`src/rtl/inv_fact_pkg.sv`:
```
// Shared types for the inverse-factorial unit: FSM state encoding and default width.
package inv_fact_pkg;

  localparam int unsigned DefaultSize = 8;

  typedef enum logic [2:0] {
    StIdle = 3'd0,
    StInit = 3'd1,
    StCmp  = 3'd2,
    StMul  = 3'd3,
    StDone = 3'd4
  } state_e;

endpackage

```
`src/rtl/inv_fact_dp.sv`:
```
// Multiply-compare datapath: holds the target, running product, index and overflow flag.
module inv_fact_dp
  import inv_fact_pkg::*;
#(
  parameter int unsigned SIZE = DefaultSize
) (
  input  logic            clk,
  input  logic            rst,
  input  logic            load,
  input  logic            init,
  input  logic            step,
  input  logic [SIZE-1:0] value,
  output logic [SIZE-1:0] k,
  output logic            ovf,
  output logic            gt,
  output logic            eq
);

  logic [SIZE-1:0]   tgt_q;
  logic [SIZE-1:0]   prod_q;
  logic [SIZE-1:0]   k_q;
  logic              ovf_q;
  logic [SIZE-1:0]   k_inc;
  logic [2*SIZE-1:0] wide;

  assign k_inc = k_q + SIZE'(1);
  assign wide  = {{SIZE{1'b0}}, prod_q} * {{SIZE{1'b0}}, k_inc};

  always_ff @(posedge clk or posedge rst) begin
    if (rst) begin
      tgt_q  <= '0;
      prod_q <= '0;
      k_q    <= '0;
      ovf_q  <= 1'b0;
    end else begin
      if (load) begin
        tgt_q <= value;
      end
      if (init) begin
        prod_q <= SIZE'(1);
        k_q    <= SIZE'(1);
        ovf_q  <= 1'b0;
      end else if (step) begin
        // Overflow is sticky so the next compare terminates the run.
        prod_q <= wide[SIZE-1:0];
        k_q    <= k_inc;
        if (wide[2*SIZE-1:SIZE] != '0) begin
          ovf_q <= 1'b1;
        end
      end
    end
  end

  assign k   = k_q;
  assign ovf = ovf_q;
  assign gt  = prod_q > tgt_q;
  assign eq  = prod_q == tgt_q;

endmodule

```
`src/rtl/inv_factorial.sv`:
```
// Inverse-factorial unit: FSM finding the largest n with n! <= value.
// Define INV_FACT_DEBUG_EN to expose the FSM state on curr_state.
module inv_factorial
  import inv_fact_pkg::*;
#(
  parameter int unsigned SIZE = DefaultSize
) (
  input  logic            clk,
  input  logic            rst,
  input  logic            go,
  input  logic [SIZE-1:0] value,
  output logic            done,
  output logic            exact,
  output logic [SIZE-1:0] n_out
`ifdef INV_FACT_DEBUG_EN
  ,
  output logic [2:0]      curr_state
`endif
);

  state_e          state_q, state_d;
  logic [SIZE-1:0] n_out_q, n_out_d;
  logic            exact_q, exact_d;
  logic            dp_load, dp_init, dp_step;
  logic [SIZE-1:0] k;
  logic            ovf, gt, eq;

  inv_fact_dp #(
    .SIZE (SIZE)
  ) u_dp (
    .clk   (clk),
    .rst   (rst),
    .load  (dp_load),
    .init  (dp_init),
    .step  (dp_step),
    .value (value),
    .k     (k),
    .ovf   (ovf),
    .gt    (gt),
    .eq    (eq)
  );

  always_ff @(posedge clk or posedge rst) begin
    if (rst) begin
      state_q <= StIdle;
      n_out_q <= '0;
      exact_q <= 1'b0;
    end else begin
      state_q <= state_d;
      n_out_q <= n_out_d;
      exact_q <= exact_d;
    end
  end

  always_comb begin
    state_d = state_q;
    n_out_d = n_out_q;
    exact_d = exact_q;
    dp_load = 1'b0;
    dp_init = 1'b0;
    dp_step = 1'b0;
    unique case (state_q)
      StIdle: begin
        if (go) begin
          dp_load = 1'b1;
          n_out_d = '0;
          exact_d = 1'b0;
          state_d = StInit;
        end
      end
      StInit: begin
        dp_init = 1'b1;
        state_d = StCmp;
      end
      StCmp: begin
        if (ovf || gt) begin
          n_out_d = k - SIZE'(1);
          exact_d = 1'b0;
          state_d = StDone;
        end else if (eq) begin
          n_out_d = k;
          exact_d = 1'b1;
          state_d = StDone;
        end else begin
          state_d = StMul;
        end
      end
      StMul: begin
        dp_step = 1'b1;
        state_d = StCmp;
      end
      StDone: begin
        state_d = StIdle;
      end
      default: begin
        state_d = StIdle;
      end
    endcase
  end

  // Done is a decode of the registered state, so it is glitch-free and input-independent.
  assign done  = (state_q == StDone);
  assign exact = exact_q;
  assign n_out = n_out_q;

`ifdef INV_FACT_DEBUG_EN
  assign curr_state = state_q;
`endif

endmodule
```
`config.mk`:
```
export PLATFORM = sky130hd
export DESIGN_NAME = inv_factorial
export DESIGN_NICKNAME = d
export VERILOG_FILES = /design/src/rtl/inv_fact_pkg.sv /design/src/rtl/inv_fact_dp.sv /design/src/rtl/inv_factorial.sv
export SDC_FILE = /design/constraint.sdc
export NUM_CORES = 1
export LEC_CHECK = 0
export BUFFER_PORTS_ARGS = -buffer_cell sky130_fd_sc_hd__buf_2
export CAP_MARGIN = 20
export CELL_PAD_IN_SITES_DETAIL_PLACEMENT = 0
export CELL_PAD_IN_SITES_GLOBAL_PLACEMENT = 1
export CORE_UTILIZATION = 52
export CTS_CLUSTER_DIAMETER = 30
export DETAILED_ROUTE_END_ITERATION = 16
export PLACE_DENSITY_LB_ADDON = 0.1
export SYNTH_ARGS = -nofsm -noshare
export SYNTH_HDL_FRONTEND = slang
export SYNTH_SLANG_ARGS = --single-unit
```
`constraint.sdc`:
```
create_clock -name clk -period 8.9 [get_ports clk]
set_input_delay 0.89 -clock clk [delete_from_list [all_inputs] [get_ports clk]]
set_output_delay 0.89 -clock clk [all_outputs]
set_load 0.05 [all_outputs]
```
; Word-level counts from Yosys, hierarchy flattened
; Cells that the tools add are included.
[classes]
order_cmp = 1
multipliers = 1
eq_ne = 7
reduce_logical = 9
n_addsub = 2
n_mux = 23
[ops]
columns = operator, count
row1 = $mux W8, 7
row2 = $mul A8 B8 Y16, 1
row3 = $pmux W8 S2, 1
row4 = $mux W1, 10
row5 = $mux W3, 3
row6 = $pmux W3 S3, 1
row7 = $add A8 B1 Y8 const B, 1
row8 = $eq A8 B8 Y1, 1
row9 = $gt A8 B8 Y1, 1
row10 = $reduce_bool A8 Y1, 1
row11 = $sub A8 B1 Y8 const B, 1
row12 = $eq A3 B2 Y1 const B, 2
row13 = $reduce_bool A2 Y1, 3
row14 = $eq A3 B1 Y1 const B, 1
row15 = $eq A3 B3 Y1 const B, 1
row16 = $logic_not A3 Y1, 1
row17 = $ne A3 B3 Y1 const B, 1
row18 = $reduce_and A3 Y1, 1
row19 = $ne A2 B2 Y1 const B, 1
row20 = $pmux W1 S2, 1
row21 = $reduce_and A2 Y1, 1
row22 = $reduce_or A2 Y1, 1
row23 = $logic_or A1 B1 Y1, 1
[totals]
regBits = 37
elab_cells = 50
in_bits = 11

; Depth between registers and ports, before layout
; Gate-level depths: netlist (run 1).
[logic_depth]
word_depth = 6
depth_mapped = 21

; Hierarchy
; A second synthesis (run 1) with hierarchy kept.
[unflattened]
cells_unflattened = 440
area_unflattened_um2 = 4028.9
[by_module_without_submodules]
columns = module, seq_area_each_um2, area_per_inst_um2, cells_each, n_inst
row1 = inv_fact_dp, 625.6, 3360.7, 378, 1
row2 = inv_factorial, 300.3, 668.1, 62, 1

; Least setup slack after synthesis (run 1)
; OpenSTA, ideal clock, no wires.
[synth_path]
path_kind = flip-flop to flip-flop
startpoint = register u_dp.k_q[2] (netlist: u_dp.k[2])
endpoint = register u_dp.ovf_q (netlist: u_dp.ovf)
path_buffers = 1
t_required_ns = 8.772
path_stages_with_launch = 18
t_arrival_ns = 5.168
synth_period_minus_slack_ns = 5.296
setup_ns = 0.128
slack_ns = 3.604
cell_sequence = dfrtp_1 clkbuf_1 nand3_1 nor2_1 xor2_1 nand2_1 fa_1 fa_1 fa_1 inv_1 fa_1 ha_1 a21o_1 a2111oi_0 a211oi_1 a31o_2 nor4_1 a21oi_1
[synth_between]
elab_chain_cells = 5
[synth_lines]
columns = item, line
row1 = "start, declared", inv_fact_dp.sv:21  ; logic [SIZE-1:0] k_q;
row2 = "start signal, assigned", inv_fact_dp.sv:46  ; k_q <= k_inc;
row3 = $add A8 B1 Y8, inv_fact_dp.sv:26  ; assign k_inc = k_q + SIZE'(1);
row4 = $mul A8 B8 Y16, inv_fact_dp.sv:27  ; assign wide = {{SIZE{1'b0}}, prod_q} * {{SIZE{1'b0}}, k_inc};
row5 = $reduce_bool A8 Y1, inv_fact_dp.sv:47  ; if (wide[2*SIZE-1:SIZE] != '0) begin
row6 = $reduce_bool A2 Y1 (no line), n/a
row7 = $reduce_and A2 Y1 (no line), n/a
row8 = "end signal, assigned", inv_fact_dp.sv:34  ; ovf_q <= 1'b0;
row9 = "end signal, assigned", inv_fact_dp.sv:42  ; ovf_q <= 1'b0;
row10 = "end signal, assigned", inv_fact_dp.sv:48  ; ovf_q <= 1'b1;
row11 = "end, declared", inv_fact_dp.sv:22  ; logic ovf_q;
; Every way passes these cells.
; A chain may end at the register's enable or synchronous reset.

; Worst setup path in the final report (run 1)
[layout_path]
startpoint = register u_dp.k_q[0] (netlist: u_dp.k[0])
endpoint = register u_dp.ovf_q (netlist: u_dp.ovf)
; Same word-level chain as after synthesis.

==> results of run 1 <==
[state kept, by name (all words and copies together), names as in the netlist]
| signal | count |
|---|---|
| u_dp.prod_q | 8 |
| u_dp.tgt_q | 8 |
| u_dp.ovf | 1 |
| state_q | 3 |
| exact | 1 |
| u_dp.k | 8 |
| n_out | 8 |
[per-layer routing]
layer	track usage	up-vias	part of all wire
met4	0.0880	0	0.019
li1	-	1479	-
met1	0.319	1418	0.46
met5	0	-	0
met3	0.0222	15	0.042
met2	0.389	69	0.47
[final timing paths]
kind	startpoint	end	slack [ns]	depth (start not counted)
max in group asynchronous	rst	state_q[1]	7.86	3
min in group asynchronous	rst	u_dp.ovf	0.70	3
hold / removal	exact	exact	0.49	1
setup reg to reg	u_dp.k[0]	u_dp.ovf	2.91	17
setup / recovery	u_dp.k[0]	u_dp.ovf	2.91	17
hold reg to reg	exact	exact	0.49	1
[stage by stage]
step	hold WS [ns]	cell area [sq um]	cells	total power [W]	worst slack [ns]
detailed placement	0.479	4150	550	0.000859	2.92
global route	0.527	4270	558	0.00111	2.38
global placement	0.471	4150	550	0.000847	3.09
floorplan	0.466	3970	443	0.000716	3.60
finish	0.490	4270	558	0.00101	2.91
CTS	0.495	4270	558	0.00102	2.90
[power breakdown]
group	switching [W]	internal, W	total, W
Sequential	0.0000833	0.000224	0.000307
Clock	0.0000625	0.0000914	0.000154
Combinational	0.000341	0.000207	0.000548
[final cells by class]
| class | instances | area (sq um) | area share |
|---|---|---|---|
| Sequential cell | 37 | 926 | 0.217 |
| Inverter | 68 | 255 | 0.0598 |
| Tap cell | 99 | 124 | 0.0290 |
| Clock buffer | 7 | 86.3 | 0.0202 |
| Timing Repair Buffer | 22 | 115 | 0.0270 |
| Multi-Input combinational cell | 324 | 2730 | 0.640 |
| Clock inverter | 1 | 30.0 | 0.00704 |
[worst register-to-register path, cell delays in order (launching register included)]
cell and delay (ns):
dfrtp_1 0.61, and3_1 0.22, nand3_1 0.15, nor2_1 0.17
xor2_1 0.48, nand2_1 0.17, fa_1 0.53, fa_1 0.52
fa_1 0.56, inv_1 0.06, fa_1 0.48, ha_1 0.39
a21o_1 0.21, a2111oi_0 0.57, a211oi_1 0.15, a31o_2 0.23
nor4_1 0.27, a21oi_1 0.11
[cells in the final DEF, fill, tap and decap left out, types with 2 or more instances in the layout]
cell type  synthesis  final
ha_1              46     46
mux2_2             2      2
a21o_1            10     10
a21boi_0           3      3
and3_1             5      5
fa_1              36     36
nor3_1             2      2
a211o_1            2      2
and2_1            25     25
a22o_1            12     12
buf_2              0     20
xor2_1             7      7
nand4b_1           2      2
o41ai_1            2      2
nand2_1           67     67
clkbuf_8           0      6
a211oi_1           4      4
o21ai_0           22     22
dfrtp_1           37     37
mux2_1             2      2
a21oi_1           12     12
buf_4              0      2
nor2_1            16     16
nor2b_1            6      6
nand2b_1           2      2
inv_1             67     67
xnor2_1           12     12
nand4_1            3      3
nand3_1            7      7
[cell families after synthesis]
logic type	after synthesis	synth area share
AND/OR/NAND/NOR	140	0.169
buffers and inverters	82	0.0776
adder cells (fa/ha/maj)	82	0.327
AO/OA/AOI/OAI	79	0.139
flip-flops	37	0.234
XOR/XNOR	19	0.0420
multiplexers	4	0.0114
==> run summary, run 1 <==
==============================================================================
Max Freq ........................................................      167 MHz
First-pass detailed-route iteration total .......................            4
Hold bufs inserted after CTS ....................................            0
PD cells ........................................................  236 mW/mm^2
Biggest area consumer among synthesized cells ...................      dfrtp_1
Dominant cell type by count on the critical path ................         fa_1
Final Cycle Share ...............................................        0.673
Die Y ........................................................... 89.3 microns
Clock Pin Slew Worst Setup and Hold Paths .......................      0.08 ns
Min Clock Period, post-route ....................................      5.99 ns
Unique masters post-synth .......................................           45
Total of max-cap violations .....................................            0
Type of origin of the critical path .............................    flip-flop
Maximum fanout encountered on the critical timing path ..........           13
Row count .......................................................           31
Iteration-0 DRC Markers .........................................          122
Wire length of the first global-routing pass .................... 14200 microns
Count of endpoints failing setup in the final report ............            0
Width of the die ................................................ 89.3 microns
Total die area .................................................. 0.00798 sq mm
Kind of end point of the critical path ..........................    flip-flop
Final cell utilization of the core ..............................        0.582
DPL Wire Length ................................................. 6640 microns
Average wire per cell in the routed design ...................... 14.8 microns
Status ..........................................................    completed
Deepest clock path buffer count .................................            2
Leakage power ...................................................      2.23 nW
Commonest cells post-synth ...................................... 67 x inv_1, 67 x nand2_1, 46 x ha_1, 37 x dfrtp_1, 36 x fa_1
Clock tree skew after final layout ..............................    0.0105 ns
Worst path arrival time .........................................      6.17 ns
Number of max-slew violations in the final report ...............            0
CTS tree ........................................................         done
Number of setup buffers added after CTS .........................            0
DRC violations left .............................................            0
Number of instances in the synthesized netlist ..................          443
Number of synthesized register bits .............................           37
Post-synthesis async set-or-reset flop share ....................         1.00
Htree depth .....................................................            2
Effective utilization at floorplan ..............................        0.541
Vias in the first global route ..................................         2952
Kind of cell adding the most delay to the critical path .........  adder cells
Boundary pin count ..............................................           21
Number of enable flip-flop cells after synthesis ................            0
Maximum resistive drop on vdd ...................................     0.104 mV
Dominant cells by area after synthesis .......................... dfrtp_1 23%, fa_1 18%, ha_1 15%, inv_1 6.3%, nand2_1 6.3%
Initial antenna violation count .................................            0
Count of instances resized after the clock tree is built ........            0
Post-detailed-route count of antenna-violating nets .............            0
Post-synth net total ............................................          536
Number of nets in the finished design ...........................          551
Via count .......................................................         2981
Max transition margin ...........................................        0.386
Min-delay worst type ............................................ flip-flop to flip-flop
Detail-routed via count per cell ................................         5.34
Buffers plus inverters on the worst setup path ..................            1
Clk sink count ..................................................           37
Average cell area after synthesis ...............................   8.95 sq um
Transition at the pin with the smallest max-transition slack ....     0.914 ns
Number of fillers in the final layout ...........................          673
Share of post-route cells with drive strength above 1 ...........       0.0763
Maximum number of pins on one net before global-route repair ....           38
Ys flop type ....................................................      dfrtp_1
CTS root buf ....................................................     clkbuf_8
Clock latency on the worst-skew pair ............................      0.29 ns
Warnings from Yosys .............................................            0
Layout overhead on the synthesized area .........................        7.64%
Placer Congestion ...............................................        0.816
Sequential-to-total area share from yosys stat ..................        0.234
Slowest cell on the critical path ...............................      dfrtp_1
Slowest stage delay, CP .........................................      0.61 ns
Total global routing overflow ...................................            0
Number of antenna cells inserted ................................            0
Unrepaired setup endpoints after global routing .................        false
Crit path kind .................................................. flip-flop to flip-flop
Number of buffers created by CTS ................................            5
Setup TNS .......................................................         0 ns
Number of input and output port buffers inserted ................           20
Area inside the core boundary ................................... 0.00733 sq mm
Post-Synthesis Cell Area ........................................ 0.00397 sq mm
Proportion of netlist area held by the largest area contributor .        0.234
Wire length after detailed routing .............................. 8260 microns
Cells along the critical path ................................... and3_1 > nand3_1 > nor2_1 > xor2_1 > nand2_1 > fa_1 > fa_1 > fa_1 > inv_1 > fa_1 > ha_1 > a21o_1 > a2111oi_0 > a211oi_1 > a31o_2 > nor4_1 > a21oi_1
Critical path required time .....................................      9.08 ns
Final-report hold violation count ...............................            0
Total routing resource utilization after global routing .........        0.235
==============================================================================
(Power assumes the default switching activity.)
==> run 2: changes to the inputs <==
- ABC_AREA: not set -> 1
- CORE_UTILIZATION: 52 -> 42
- clock period: 8.9 -> 5.2 ns (I/O delays scaled with it)
==> run 2 against run 1 <==
- global-route usage is 1.2 points lower
- sequential cell count stayed put
- highest routed layer unchanged
- die area is 32% higher
- critical path type unchanged
- critical endpoint unchanged
==> run summary, run 2 <==
==============================================================================
Cell with the most instances after synthesis ....................      nand2_1
Maximum fanout encountered on the critical timing path ..........            5   -8
Highest-count cells in the layout ignoring fill and taps ........ 162 x nand2_1, 119 x inv_1, 56 x nor2_1
Average cell area after synthesis ...............................   7.29 sq um   -19%
Number of enable flip-flop cells after synthesis ................            0   unchanged
Total die area .................................................. 0.0106 sq mm   +32%
Unique masters post-synth .......................................           35   -22%
Number of input and output port buffers inserted ................           20   unchanged
Width of the die ................................................  103 microns   +15%
Post-synthesis async set-or-reset flop share ....................         1.00   unchanged
Standard cell area after detailed placement ..................... 0.00454 sq mm   +9.3%
Maximum number of pins on one net before global-route repair ....           38   unchanged
Crit path kind .................................................. flip-flop to flip-flop
Vias in the first global route ..................................         3687   +25%
Via count .......................................................         3632   +22%
Row count .......................................................           36   +16%
Leading cell type in the layout, fill and taps excluded .........      nand2_1
Slowest cell on the critical path ...............................         fa_1
Critical path required time .....................................      5.38 ns   -3.70 ns
Die Y ...........................................................  103 microns   +15%
Status ..........................................................    completed
Clock latency on the worst-skew pair ............................      0.30 ns   about the same
Max Freq ........................................................      206 MHz   +24%
Warnings from Yosys .............................................            0   unchanged
Total of max-cap violations .....................................            0   unchanged
Biggest area consumer among synthesized cells ...................      dfrtp_1
Proportion of netlist area held by the largest area contributor .        0.217   -0.0164
Area inside the core boundary ................................... 0.00982 sq mm   +34%
DPL Wire Length ................................................. 8790 microns   +32%
Number of max-slew violations in the final report ...............            0   unchanged
CTS tree ........................................................         done
Iteration-0 DRC Markers .........................................          141   +16%
Dominant cell type by count on the critical path ................      nand2_1
Share of post-route cells with drive strength above 1 ...........        0.128   +0.0516
Number of antenna cells inserted ................................            0   unchanged
Count of endpoints failing setup in the final report ............            0   unchanged
Area of the multi-input gates ................................... 0.00286 sq mm   +4.9%
PD cells ........................................................  388 mW/mm^2   +64%
Kind of end point of the critical path ..........................    flip-flop
Effective utilization at floorplan ..............................        0.434   -0.106
Htree depth .....................................................            2   unchanged
Final-report hold violation count ...............................            0   unchanged
Detail-routed via count per cell ................................         4.84   -9.5%
Kind of cell adding the most delay to the critical path .........  adder cells
Initial antenna violation count .................................            0   unchanged
Design area ..................................................... 0.00477 sq mm   +12%
Post-Synthesis Cell Area ........................................ 0.00427 sq mm   +7.6%
Layout overhead on the synthesized area .........................        11.9%
DRC violations left .............................................            0   unchanged
Worst hold margin ...............................................     0.335 ns   -0.154 ns
Total routing resource utilization after global routing .........        0.223   -0.0121
Reg area ........................................................    928 sq um   +0.27%
Ys flop type ....................................................      dfrtp_1
Maximum resistive drop on vdd ...................................     0.187 mV   +80%
Type of origin of the critical path .............................    flip-flop
Wire length after detailed routing .............................. 10600 microns   +28%
Dominant cells by area after synthesis .......................... dfrtp_1 22%, fa_1 17%, nand2_1 14%, ha_1 13%, inv_1 11%
Leakage power ...................................................      2.63 nW   +18%
Commonest cells post-synth ...................................... 164 x nand2_1, 121 x inv_1, 59 x nor2_1, 46 x ha_1, 37 x dfrtp_1
First-pass detailed-route iteration total .......................            4   unchanged
Min-delay worst type ............................................ primary input to async pin
Total global routing overflow ...................................            0   unchanged
Total power .....................................................    0.00185 W   +83%
Worst path arrival time .........................................      5.02 ns   -1.15 ns
Number of fillers in the final layout ...........................         1020   +52%
Wire length of the first global-routing pass .................... 17800 microns   +25%
CTS root buf ....................................................     clkbuf_8
Post-detailed-route count of antenna-violating nets .............            0   unchanged
Number of synthesized register bits .............................           37   unchanged
Deepest clock path buffer count .................................            2   unchanged
Average wire per cell in the routed design ...................... 14.1 microns   -4.8%
Final Cycle Share ...............................................        0.931   +0.258
Cells along the critical path ................................... inv_1 > nor3_4 > buf_4 > nand2_1 > nand2_1 > nand2_1 > inv_2 > nand2_1 > fa_1 > fa_1 > fa_1 > fa_1 > inv_1 > ha_2 > nand2_1 > nor2_2 > nand3_1 > nand4_1 > nand2_1 > nor2_1 > nand3_1 > nand2_1 > a21oi_1
Boundary pin count ..............................................           21   unchanged
Sequential-to-total area share from yosys stat ..................        0.217   -0.0164
Number of nets in the finished design ...........................          710   +29%
Transition at the pin with the smallest max-transition slack ....     0.592 ns   -0.323 ns
Placer Congestion ...............................................        0.829   +1.6%
Number of buffers created by CTS ................................            5   unchanged
Slowest stage delay, CP .........................................      0.55 ns   -0.06 ns
Clk sink count ..................................................           37   unchanged
Buffers plus inverters on the worst setup path ..................            4   +3
Clock tree skew after final layout ..............................   0.00851 ns   -0.00198 ns
Clock Pin Slew Worst Setup and Hold Paths .......................      0.09 ns   about the same
Min Clock Period, post-route ....................................      4.84 ns   -1.15 ns
Number of instances in the synthesized netlist ..................          585   +32%
Post-synth net total ............................................          678   +26%
Max transition margin ...........................................        0.604   +0.218
==============================================================================
[run 2: cell count changes after synthesis, sizes merged, moves of 7 or more]
cell / change
xnor2: -10
nand3: +19
a21oi: +7
a22o: -11
and2: -25
buf: +7
clkbuf: -12
nor2: +45
a21o: -10
o22ai: +9
inv: +63
nand2: +100
[run 2: worst paths after layout]
kind                                start             to  slack (ns)  depth (start not counted)
worst max-delay path            u_dp.k[1]       u_dp.ovf        0.36                         23
worst min-delay path                  rst  u_dp.tgt_q[6]        0.34                          3
worst max register to register  u_dp.k[1]       u_dp.ovf        0.36                         23
worst min register to register   n_out[1]       n_out[1]        0.48                          2
max in group asynchronous             rst      u_dp.k[2]        4.49                          3
min in group clk                 value[0]  u_dp.tgt_q[0]        0.45                          2
[run 2: cells by family (layout without fill, tap and decap cells)]
family,after synthesis,in the layout,synth area share
simple gates,269,269,0.270
buf+inv,139,172,0.127
fa+ha+maj,82,82,0.304
compound gates,51,51,0.0675
flops,37,37,0.217
xor+xnor,6,6,0.0123
mux,1,1,0.00264
[run 2: worst min-delay path, delay by kind of cell]
family / cells / cell delay [ns]
buf+inv: 3 / 0.56
[run 2: area by class of cell]
cell class	count	share of cell area
sequential	37	0.195
clock inverter	2	0.00787
clock buffer	6	0.0173
tap	133	0.0349
multi-input combinational	409	0.600
inverter	130	0.102
timing repair buffer	34	0.0430
[run 2: metrics by stage]
stage	setup TNS (ns)	utilization	setup WS [ns]	cells
finish	0	0.486	0.357	751
CTS	0	0.475	0.134	745
global route	-0.0178	0.486	-0.0178	751
global placement	0	0.462	0.182	737
detailed placement	0	0.462	0.156	737
floorplan	0	-	0.594	585
[run 2: power by group]
group	internal [W]	total, W	switching (W)
Sequential	0.000382	0.000481	0.0000987
Combinational	0.000357	0.00109	0.000737
Clock	0.000156	0.000275	0.000119
[run 2: per-layer routing]
metal  wire [microns]  GRT usage  vias up  share of wire
met4              165     0.0596        0          0.016
met1             4800      0.270     1705           0.45
met2             5350      0.413       61           0.51
li1                 -          -     1850              -
met5                0          0        -              0
met3              273     0.0298       16          0.026
[run 2: what timing repair did]
| item | in CTS | in global routing |
|---|---|---|
| buffers inserted | 0 | 6 |
| hold buffers | 0 | 0 |
| resized for setup | 0 | 18 |
| setup endpoints to repair | 0 | 1 |
